===== config.mk =====
export PLATFORM = sky130hd
export DESIGN_NAME = rho_lane_rotator
export DESIGN_NICKNAME = d
export VERILOG_FILES = /design/src/rtl/keccak_pkg.sv /design/src/rtl/rho_offset_rom.sv /design/src/rtl/rho_lane_rotator.sv
export SDC_FILE = /design/constraint.sdc
export NUM_CORES = 1
export LEC_CHECK = 0
export ABC_AREA = 1
export BUFFER_PORTS_ARGS = -buffer_cell sky130_fd_sc_hd__buf_2
export CAP_MARGIN = 40
export CORE_MARGIN = 2
export CORE_UTILIZATION = 50
export CTS_CLUSTER_SIZE = 8
export DETAILED_ROUTE_END_ITERATION = 8
export GPL_ROUTABILITY_DRIVEN = 0
export PLACE_DENSITY = 0.85
export SETUP_SLACK_MARGIN = 0.3
export SYNTH_ARGS = -nofsm -noshare
export SYNTH_HDL_FRONTEND = slang
export SYNTH_SLANG_ARGS = --single-unit
export TNS_END_PERCENT = 100

===== constraint.sdc =====
create_clock -name i_clk -period 3.9 [get_ports i_clk]
set_input_delay 0 -clock i_clk [delete_from_list [all_inputs] [get_ports i_clk]]
set_output_delay 0 -clock i_clk [all_outputs]
set_load 0.02 [all_outputs]

===== src/rtl/keccak_pkg.sv =====
// Shared Keccak rho-stage definitions: lane geometry, FSM states and the rho offset table.
package keccak_pkg;

  localparam int LANE_W    = 64;
  localparam int NUM_LANES = 25;

  typedef logic [4:0] lane_idx_t;

  typedef enum logic [2:0] {
    S_IDLE,
    S_RD,
    S_CAP,
    S_ROT,
    S_WR,
    S_DONE
  } state_t;

  localparam logic [5:0] RHO_OFFSET [0:NUM_LANES-1] = '{
    6'd0,  6'd1,  6'd62, 6'd28, 6'd27,
    6'd36, 6'd44, 6'd6,  6'd55, 6'd20,
    6'd3,  6'd10, 6'd43, 6'd25, 6'd39,
    6'd41, 6'd45, 6'd15, 6'd21, 6'd8,
    6'd18, 6'd2,  6'd61, 6'd56, 6'd14
  };

  // A shift by the full width yields zero, so off=0 falls out as identity.
  function automatic logic [LANE_W-1:0] rotl(input logic [LANE_W-1:0] v,
                                             input logic [5:0] off);
    return (v << off) | (v >> (7'd64 - {1'b0, off}));
  endfunction

endpackage


===== src/rtl/rho_offset_rom.sv =====
// Combinational lane index -> rho rotation offset lookup.
module rho_offset_rom
  import keccak_pkg::*;
(
  input  lane_idx_t   i_idx,
  output logic [5:0]  o_off
);

  always_comb begin
    o_off = '0;
    if (int'(i_idx) < NUM_LANES) o_off = RHO_OFFSET[i_idx];
  end

endmodule


===== src/rtl/rho_lane_rotator.sv =====
// Lane-serial Keccak rho stage: read lane, rotate by its offset, write it back out.
// RHO_BARREL_EN selects a single-cycle barrel rotate; otherwise rotate 1 bit per cycle.
module rho_lane_rotator
  import keccak_pkg::*;
(
  input  logic              i_clk,
  input  logic              i_rst,
  input  logic              i_start,
  output logic              o_rd_en,
  output logic [4:0]        o_rd_addr,
  input  logic [LANE_W-1:0] i_rd_data,
  output logic              o_wr_en,
  output logic [4:0]        o_wr_addr,
  output logic [LANE_W-1:0] o_wr_data,
  output logic              o_busy,
  output logic              o_done
);

  state_t            r_state, w_next;
  lane_idx_t         r_n;
  logic [LANE_W-1:0] r_lane;
  logic              r_done;
  logic [5:0]        w_off;
  logic              w_last;

`ifndef RHO_BARREL_EN
  logic [5:0]        r_cnt;
`endif

  rho_offset_rom u_rom (
    .i_idx (r_n),
    .o_off (w_off)
  );

  assign w_last = (int'(r_n) == NUM_LANES - 1);

  always_ff @(posedge i_clk or posedge i_rst) begin
    if (i_rst) r_state <= S_IDLE;
    else       r_state <= w_next;
  end

  always_comb begin
    w_next = r_state;
    case (r_state)
      S_IDLE: if (i_start) w_next = S_RD;
      S_RD:   w_next = S_CAP;
      S_CAP:  w_next = S_ROT;
`ifdef RHO_BARREL_EN
      S_ROT:  w_next = S_WR;
`else
      // off=0 still spends one ROT cycle, doing nothing
      S_ROT:  if (w_off == 6'd0 || r_cnt == w_off - 6'd1) w_next = S_WR;
`endif
      S_WR:   w_next = w_last ? S_DONE : S_RD;
      S_DONE: w_next = S_IDLE;
      default: w_next = S_IDLE;
    endcase
  end

  always_ff @(posedge i_clk or posedge i_rst) begin
    if (i_rst) begin
      r_n    <= '0;
      r_lane <= '0;
      r_done <= 1'b0;
`ifndef RHO_BARREL_EN
      r_cnt  <= '0;
`endif
    end else begin
      // done is registered off DONE so it pulses in the cycle IDLE is re-entered
      r_done <= (r_state == S_DONE);
      case (r_state)
        S_CAP: begin
          r_lane <= i_rd_data;
`ifndef RHO_BARREL_EN
          r_cnt  <= '0;
`endif
        end
        S_ROT: begin
`ifdef RHO_BARREL_EN
          r_lane <= rotl(r_lane, w_off);
`else
          if (w_off != 6'd0) begin
            r_lane <= {r_lane[LANE_W-2:0], r_lane[LANE_W-1]};
            r_cnt  <= r_cnt + 6'd1;
          end
`endif
        end
        S_WR:   if (!w_last) r_n <= r_n + 5'd1;
        S_DONE: r_n <= '0;
        default: ;
      endcase
    end
  end

  assign o_rd_en   = (r_state == S_RD);
  assign o_rd_addr = o_rd_en ? r_n : '0;
  assign o_wr_en   = (r_state == S_WR);
  assign o_wr_addr = o_wr_en ? r_n : '0;
  assign o_wr_data = o_wr_en ? r_lane : '0;
  assign o_busy    = (r_state != S_IDLE);
  assign o_done    = r_done;

endmodule

==> results by group <==
Run status
  – Status: finished clean

Route
  – Routed vias: between 5,000 and 6,000
  – Routed vias/inst: around 5.2
  – Drt initial violations: 254
  – WL final: between 10,000 and 15,000 um
  – # DRC: 0
  – Post-route ant nets: 0
  – First-pass iteration count of the detailed router: 5
  – Routed len/inst: 14.5 um

Floorplan
  – CORE AREA: 0.0104 mm^2
  – Die height: around 110 um
  – Die area: 0.0116 mm^2
  – # IOs: 145
  – Die W: ~110 um
  – Site Rows: 37
  – Starting Density: 51.8%

Pwr
  – Max IR drop VDD: roughly 0.18 mV
  – Power per Cell Area: 256 mW/mm^2
  – Leakage: 3.75 nW

Clock network
  – Clock tree from TritonCTS: built
  – Clk buf depth: 2
  – Number of H-tree levels: 3
  – Num CTS Buffers: 9
  – Sink Count: 79
  – Root Buffer: clkbuf_8
  – Clk_lat worst skew: 350 ps
  – # resized after CTS: 0
  – Reg clk slew, reported paths: roughly 80 ps

STA
  – Slew Viols, Final: 0
  – Final setup fails: 0
  – Worst-margin pin slew: 734 ps
  – Max-slew headroom: 50.7%
  – Tmin final: 3130 ps
  – RSZ-0062 raised after global routing: false
  – Crit share post-route: 80.2%
  – Hold slack final: roughly 11 ps
  – Clock skew: 21.2 ps
  – Max frequency: 320 MHz
  – Hold Fails Final Rpt: 0
  – Total negative slack: 0 ps

Global routing
  – All-layer global routing usage: about a quarter
  – Vias in the first global route: between 4,000 and 5,000
  – Largest net degree at the start of global routing: 130
  – Global-route wire length before repair: 22,800 um
  – Total gr overflow: 0
  – Initial antenna violation count: 0

Critical path
  – Worst EP arrival: 3410 ps
  – Worst EP required: 4180 ps
  – Critical Path Sink Type: flop
  – Worst-path maximum fanout: 58
  – Worst Setup Path Type: flop to flop
  – Crit start category: flop
  – Reg2Reg Depth: 15

Synthesis
  – FF+latch count, synth: 79
  – Syn_nets: approximately 730
  – Register area share after synthesis: 36.8%
  – Post-Syn Area: 0.00537 mm^2
  – Distinct cell type count of the synthesized netlist: 36
  – Syn Inst Count: around 650
  – Mean Syn Cell Area: 8.27 um^2
  – Synth warnings: 0

Final layout
  – Layout cells sized above 1: around 36%
  – Final nets: 910
  – Layout area overhead: 27.8%
  – Finished Layout Cells: 974
  – Diode count: 0
  – Final core utilization: about two thirds

Placed design
  – IO buf count: 144
  – Placed Cells: 894
  – Detailed placement HPWL: 8640 um

Run
  – Maxcap violations: 0

Min path
  – Worst Hold Class: input pin to flop
  – Worst hold stages: 4
[area by class of cell]
type	instances	area (um^2)
Fill cell	840	3510
Multi-Input combinational cell	435	2710
Sequential cell	79	1980
Timing Repair Buffer	214	1430
Inverter	95	360
Tap cell	136	170
Clock buffer	10	128
Clock inverter	5	81.3
[flip-flops by register name, summed over array words and instances (netlist names)]
signal,cells
r_lane,64
r_n,5
o_done,1
r_cnt,6
r_state,3
[timing repair]
| item | CTS | global route |
|---|---|---|
| hold endpoints to repair | 90 | 0 |
| buffers inserted | 0 | 0 |
| hold buffers | 65 | 0 |
[cells in the mapped netlist]
cell type | instances | area share (%)
a211oi_1 | 1 | 0.14
a21oi_1 | 3 | 0.28
a21oi_2 | 1 | 0.16
a31oi_1 | 1 | 0.12
buf_1 | 5 | 0.35
buf_12 | 7 | 2.6
buf_2 | 4 | 0.37
buf_4 | 2 | 0.28
buf_6 | 7 | 1.5
clkbuf_1 | 15 | 1.0
dfrtp_1 | 79 | 37
ha_1 | 9 | 2.1
inv_1 | 87 | 6.1
inv_2 | 7 | 0.49
inv_4 | 1 | 0.12
nand2_1 | 124 | 8.7
nand2_2 | 7 | 0.82
nand2_4 | 3 | 0.63
nand3_1 | 27 | 2.5
nand3_2 | 2 | 0.37
nand4_1 | 2 | 0.23
nor2_1 | 95 | 6.6
nor2_2 | 2 | 0.23
nor2_4 | 1 | 0.21
nor3_1 | 9 | 0.84
nor3_2 | 1 | 0.19
nor3_4 | 1 | 0.30
nor3b_1 | 2 | 0.28
nor4_1 | 1 | 0.12
o211ai_1 | 13 | 1.8
o211ai_2 | 55 | 13
o21ai_0 | 5 | 0.47
o21ai_1 | 14 | 1.3
o21ai_2 | 53 | 8.6
or2_2 | 1 | 0.12
xor2_1 | 2 | 0.33
[path summary, 6_finish.rpt]
kind	slack, ps	startpoint	end
setup / recovery	770	r_n[1]	r_lane[16]
hold / removal	10	i_start	r_state[2]
hold reg to reg	540	r_lane[5]	r_lane[5]
max in group asynchronous	2630	i_rst	r_state[0]
min in group asynchronous	210	i_rst	r_lane[46]
setup reg to reg	770	r_n[1]	r_lane[16]
[worst max-delay path: stages, from the launching register on]
cell      delay (ps)
dfrtp_1          590
inv_4            120
ha_1             310
nand2_1           80
nand3_1           80
nand3_1           70
nand2_1          110
ha_1             250
nand2_2          100
nor2_2            50
nand3_2           80
nand2_4           90
nand2_8          400
buf_4            420
o211ai_1         160
o21ai_1          120
[logic make-up (layout without fill, tap and decap cells)]
kind of cell	after synthesis	in the layout	synth area share, %
fa+ha+maj	9	9	2.10
simple gates	278	278	22.2
buf+inv	135	324	12.8
compound gates	146	146	25.8
flops	79	79	36.8
xor+xnor	2	2	0.326
[routing by layer]
metal  vias to the layer above  routed length (um)  global-route usage, %
li1                       2493                   -                      -
met1                      2403                6020                   31.5
met2                       168                7000                   40.7
met3                        47                 627                   4.24
met4                         0                 498                   11.6
met5                         -                   0                      0
[placed cells by master (no fill, tap or decap), drive strengths merged]
master	count
a211oi	1
nand3	29
o21ai	72
a21oi	4
nor3b	2
dfrtp	79
or2	1
nand4	2
buf	149
clkbuf	10
xor2	2
clkinv	2
ha	9
inv	95
clkinvlp	1
a31oi	1
nor2	98
o211ai	68
bufinv	2
nor4	1
nand2	134
dlygate4sd3	65
nor3	11
[power by group]
group / total, mW / internal (mW) / switching, mW
logic: 0.233 / 0.115 / 0.117
registers: 0.861 / 0.852 / 0.00903
clock network: 0.661 / 0.359 / 0.303
total: 1.75 / 1.33 / 0.429
[metrics by stage]
| step | instance area, um^2 | power, mW | worst slack [ps] |
|---|---|---|---|
| CTS | 6860 | 1.76 | 839 |
| finish | 6860 | 1.75 | 771 |
| detailed placement | 6000 | 1.05 | 864 |
| floorplan | 5370 | 0.988 | 1520 |
| global placement | 6000 | 1.05 | 933 |
| global route | 6860 | 1.83 | 465 |
Note: power is estimated with default switching activity, not from simulation.
